### src/rtl/rca_pipe.sv
// Pipelined ripple-carry adder/subtractor: each stage resolves one SEG-bit carry segment,
// with valid/ready handshaking on both sides and full one-op-per-cycle throughput.
module rca_pipe #(
   parameter int BITS   = 32,
   parameter int STAGES = 4
) (
   input  logic            _clk,
   input  logic            _rst_n,
   input  logic            _valid_in,
   output logic            _ready_out,
   input  logic [BITS-1:0] _a_in,
   input  logic [BITS-1:0] _b_in,
   input  logic            _c_in,
   input  logic            _sub_in,
   output logic            _valid_out,
   input  logic            _ready_in,
   output logic [BITS-1:0] _s_out,
   output logic            _c_out,
   output logic            _ovf_out
);

   localparam int SEG = BITS / STAGES;

   if ((STAGES < 1) || ((BITS % STAGES) != 0)) begin : g_bad_params
      $error("rca_pipe: BITS must be a positive multiple of STAGES");
   end

   function automatic logic [SEG:0] seg_add(input logic [SEG-1:0] a, input logic [SEG-1:0] b,
                                            input logic cin);
      logic [SEG-1:0] s;
      logic           c;
      c = cin;
      s = '0;
      for (int i = 0; i < SEG; i++) begin
         s[i] = (a[i] ^ b[i]) ^ c;
         c    = (a[i] & b[i]) | ((a[i] ^ b[i]) & c);
      end
      return {c, s};
   endfunction

   function automatic logic ovf_of(input logic a_msb, input logic b_msb, input logic s_msb);
      return (a_msb == b_msb) && (s_msb != a_msb);
   endfunction

   logic [STAGES-1:0] vld_q, vld_d;
   logic [STAGES-1:0] sub_q, sub_d;
   logic [STAGES-1:0] c_q, c_d;
   logic [STAGES-1:0] adv;
   logic [BITS-1:0]   a_q [STAGES];
   logic [BITS-1:0]   a_d [STAGES];
   logic [BITS-1:0]   b_q [STAGES];
   logic [BITS-1:0]   b_d [STAGES];
   logic [BITS-1:0]   s_q [STAGES];
   logic [BITS-1:0]   s_d [STAGES];
   logic              ovf_q, ovf_d;
   logic              load0;
   logic [BITS-1:0]   b_cond;

   always_comb begin
      logic         room;
      logic [SEG:0] r;
      // A stage may move forward when any later slot is free or the output is being taken.
      room = _ready_in;
      adv  = '0;
      for (int k = STAGES - 1; k >= 0; k--) begin
         adv[k] = vld_q[k] & room;
         room   = room | ~vld_q[k];
      end
      _ready_out = ~vld_q[0] | adv[0];
      load0      = _valid_in & _ready_out;

      vld_d  = vld_q;
      sub_d  = sub_q;
      c_d    = c_q;
      a_d    = a_q;
      b_d    = b_q;
      s_d    = s_q;
      ovf_d  = ovf_q;
      r      = '0;
      b_cond = _sub_in ? ~_b_in : _b_in;

      if (load0) begin
         r                   = seg_add(_a_in[SEG-1:0], b_cond[SEG-1:0], _sub_in ^ _c_in);
         a_d[0]              = _a_in;
         b_d[0]              = b_cond;
         sub_d[0]            = _sub_in;
         c_d[0]              = r[SEG];
         s_d[0]              = '0;
         s_d[0][SEG-1:0]     = r[SEG-1:0];
         if (STAGES == 1) begin
            ovf_d = ovf_of(_a_in[BITS-1], b_cond[BITS-1], s_d[0][BITS-1]);
         end
      end
      vld_d[0] = load0 | (vld_q[0] & ~adv[0]);

      for (int k = 1; k < STAGES; k++) begin
         if (adv[k-1]) begin
            r                     = seg_add(a_q[k-1][k*SEG +: SEG], b_q[k-1][k*SEG +: SEG], c_q[k-1]);
            a_d[k]                = a_q[k-1];
            b_d[k]                = b_q[k-1];
            sub_d[k]              = sub_q[k-1];
            c_d[k]                = r[SEG];
            s_d[k]                = s_q[k-1];
            s_d[k][k*SEG +: SEG]  = r[SEG-1:0];
            if (k == STAGES - 1) begin
               ovf_d = ovf_of(a_q[k-1][BITS-1], b_q[k-1][BITS-1], s_d[k][BITS-1]);
            end
         end
         vld_d[k] = adv[k-1] | (vld_q[k] & ~adv[k]);
      end
   end

   always_ff @(posedge _clk or negedge _rst_n) begin
      if (!_rst_n) begin
         vld_q <= '0;
         sub_q <= '0;
         c_q   <= '0;
         ovf_q <= 1'b0;
         for (int k = 0; k < STAGES; k++) begin
            a_q[k] <= '0;
            b_q[k] <= '0;
            s_q[k] <= '0;
         end
      end else begin
         vld_q <= vld_d;
         sub_q <= sub_d;
         c_q   <= c_d;
         ovf_q <= ovf_d;
         a_q   <= a_d;
         b_q   <= b_d;
         s_q   <= s_d;
      end
   end

   // Raw carry of the final segment becomes a borrow in subtract mode.
   assign _valid_out = vld_q[STAGES-1];
   assign _s_out     = s_q[STAGES-1];
   assign _c_out     = c_q[STAGES-1] ^ sub_q[STAGES-1];
   assign _ovf_out   = ovf_q;

endmodule

### config.mk
export PLATFORM = sky130hd
export DESIGN_NAME = rca_pipe
export DESIGN_NICKNAME = d
export VERILOG_FILES = /design/src/rtl/rca_pipe.sv
export SDC_FILE = /design/constraint.sdc
export NUM_CORES = 1
export LEC_CHECK = 0
export ABC_AREA = 1
export BUFFER_PORTS_ARGS = -buffer_cell sky130_fd_sc_hd__buf_2
export CAP_MARGIN = 20
export CORE_ASPECT_RATIO = 1.25
export CORE_MARGIN = 3
export CORE_UTILIZATION = 53
export CTS_CLUSTER_SIZE = 20
export DETAILED_ROUTE_END_ITERATION = 12
export PLACE_DENSITY = 0.77
export RECOVER_POWER = 25
export SLEW_MARGIN = 10
export SYNTH_ARGS = -nofsm -noshare
export SYNTH_HDL_FRONTEND = slang
export SYNTH_SLANG_ARGS = --single-unit
### constraint.sdc
create_clock -name _clk -period 3.51 [get_ports _clk]
set_clock_uncertainty 0.1 [all_clocks]
set_input_delay 0.702 -clock _clk [delete_from_list [all_inputs] [get_ports _clk]]
set_output_delay 0.702 -clock _clk [all_outputs]
set_load 0.02 [all_outputs]
==> impl_results.md <==
* Reg2Reg Launch Point: c_q[2]
* Post-synth top area share at 54.8%
* Setup tns final at -1.02 ns
* Async S/R FF share, synth at 100%
* I/O pins at 106
* Status: finished, violations left
* Vias after detailed routing at 6,042
* Worst r2r path cells at 15
* Critical path class: primary input to register
* CP dominant cell by count: fa_2
* Arrival time at the worst endpoint at 4.05 ns
* Syn Std Cell Area at 8640 µm²
* Required @ worst endpoint at 3.72 ns
* Post-layout util at 62.4%
* Wire length of the first global-routing pass at 29,200 µm
* Maximum vdd drop at 304 µV
* Worst-path fanout max at 4
* Hold-critical path depth at 2
* Top cells by area, synth: dfrtp_1 (55%), nand2_1 (17%), nand3_1 (8.2%)
* R2r endpoint: _ovf_out
* Final nets at 1,102
* Clock Sinks at 189
* Post-synth EDFFs at 0
* CTS Buf Count at 17
* CTS max path bufs at 2
* Routed length per placed instance at 13.7 µm
* RSZ-0062 raised after global routing: true
* Via density at 4.94
* Cell row count at 51
* Largest net degree at the start of global routing at 81
* Crit end category: register
* Die height at 149 µm
* Hold Vio Cnt, Final at 0
* ANT nets after route at 0
* Reg2Reg Setup Slack at -0.27 ns
* Yosys warnings at 0
* Failing checks: max-capacitance violations, max-slew violations, negative setup slack
* Slowest CP cell: fa_2
* Hold Crit Start: _s_out[13]
* Final setup viols at 7
* Root Driver: clkbuf_16
* Most frequent cell after synthesis: nand2_1
* Iter 0 DRT Violations at 364
* # placed instances at 1,187
* Cell family contributing the most delay on the critical path: adder cells
* Die area at 17,900 µm²
* Dpl hpwl at 11,500 µm
* Final Max Slew Viols at 81
* WHS Endpoint: _s_out[13]
* Clock latency at the later pin of the worst-skew pair at 0.42 ns
* Commonest cells post-synth: nand2_1 (387), dfrtp_1 (189), nand3_1 (141)
* Max Freq at 261 MHz
* Routed wire length at 16,800 µm
* Number of antenna violations at the first check in global routing at 0
* Main flop type after synthesis: dfrtp_1
* Antenna Cells at 0
* Share of layout cells above drive strength 1 at 20.7%
* Worst-margin pin slew at 1.96 ns
* DR DRC count at 0
* Initial core utilization at 54.8%
* TritonCTS clock tree: done
* Final Non-Filler Cells at 1,224
* Fin crit share at 109%
* Sum of buffers and inverters on the critical path at 2
* GRT Util Overall at 20.1%
* Area Growth Syn to Fin at 14.0%
* Hold Path Class: register to register
* Setup ws final at -0.322 ns
* MaxCap Viol Count at 1
* Crit path time final at 3.83 ns
* Core area at 15,800 µm²
* Yosys top cell by area: dfrtp_1
* Leakage power at 5.26 nW
* Part of the Yosys area used for sequential elements at 54.8%
* IO buf count at 105
* Final GP Congestion at 0.773
* Dpl ws at -0.783 ns
* Gr ovfl total at 0
* DRT Pass-1 Iters at 5
* Vias in the first global route at 6,058
* P per Cell Area at 794 nW/µm²
* Library cells used by synthesis at 19
* Post-Syn Nets at 1,044
* Crit-path cells: buf_12 > xnor2_4 > fa_2 > fa_2 > fa_2 > fa_2 > fa_2 > fa_2 > fa_2 > inv_2 > fa_2 > nand3_2 > nand2_1
* Synthesized area per cell at 9.18 µm²
* Synthesized flop and latch total at 189
* Worst-path clk slew at 0.07 ns
* CTS H-tree lvls at 4
* Worst stage delay on the critical path at 0.42 ns
* Chip Width at 120 µm
* Critical Path Start Type: primary input
* Slew margin rel. at -30.9%
* Cell count after synthesis at 941
## cells by family after synthesis
kind of cell | synth area share, %
adder cells (fa/ha/maj) | 7.56
flip-flops | 54.8
AO/OA/AOI/OAI | 0.927
XOR/XNOR | 3.45
buffers and inverters | 7.58
AND/OR/NAND/NOR | 25.7
## metal layers
layer	up-vias	part of all wire (%)	wire length, µm	track usage, %
met5	-	0	0	0
li1	3016	-	-	-
met4	0	1.3	213	5.04
met3	19	4.1	687	3.88
met2	144	49	8280	32.8
met1	2863	45	7590	28.1
## placed cells by master, fill, tap and decap left out, drive strengths merged
master,n
bufinv,2
nand2,388
a21oi,5
o21ai,11
xor2,26
nand4,1
clkinv,4
buf,125
clkinvlp,6
fa,32
clkbuf,22
dfrtp,189
inv,42
ha,1
nand3,141
xnor2,8
nor2,9
## layout make-up
class / instances / area, µm²
multi-input cells: 622 / 3380
clock buffers: 19 / 443
repair buffers: 128 / 732
clock inverters: 13 / 141
flip-flops and latches: 189 / 4730
well taps: 212 / 265
fillers: 1304 / 5920
inverters: 41 / 154
## where the power goes
part	total (W)	internal, W	switching, W
Clock	0.00188	0.00107	0.000808
Sequential	0.00339	0.00292	0.000465
Combinational	0.00256	0.000974	0.00158
Total	0.00782	0.00496	0.00285
## metrics by stage
step	hold WS [ns]	cell area (µm²)	total power (W)
after CTS	0.219	9810	0.00787
after floorplan	0.306	8730	0.00529
after detailed placement	0.354	9150	0.00585
after global placement	0.351	9150	0.00572
final	0.367	9840	0.00782
after global routing	0.384	9840	0.00842
## worst max path at each step
stage / depth (start not counted) / slack (ns) / endpoint / start
floorplan: 14 / -0.75 / s_q[103] / _sub_in
global placement: 13 / -0.73 / s_q[103] / _sub_in
detailed placement: 13 / -0.78 / s_q[103] / _sub_in
CTS: 13 / -0.30 / s_q[103] / _sub_in
global route: 15 / -0.41 / _ovf_out / c_q[2]
finish: 13 / -0.32 / s_q[103] / _sub_in
## worst min-delay path, cell delays in order (launching register included)
cell	delay (ns)
dfrtp_1	0.33
nand2_1	0.06
nand2_1	0.05
## flip-flops by register name (all words and copies together) (netlist names)
register,count
b_q,48
c_q,4
a_q,48
s_q,48
sub_q,4
vld_q,4
_s_out,32
_ovf_out,1
## timing repair
item | in CTS | in global routing
hold buffers | 0 | 0
buffers inserted | 4 | 0
endpoints found under the setup margin | 7 | 7
pin swaps | 5 | 3
resized for setup | 25 | 9
No activity file was read; power rests on OpenSTA's default activity.
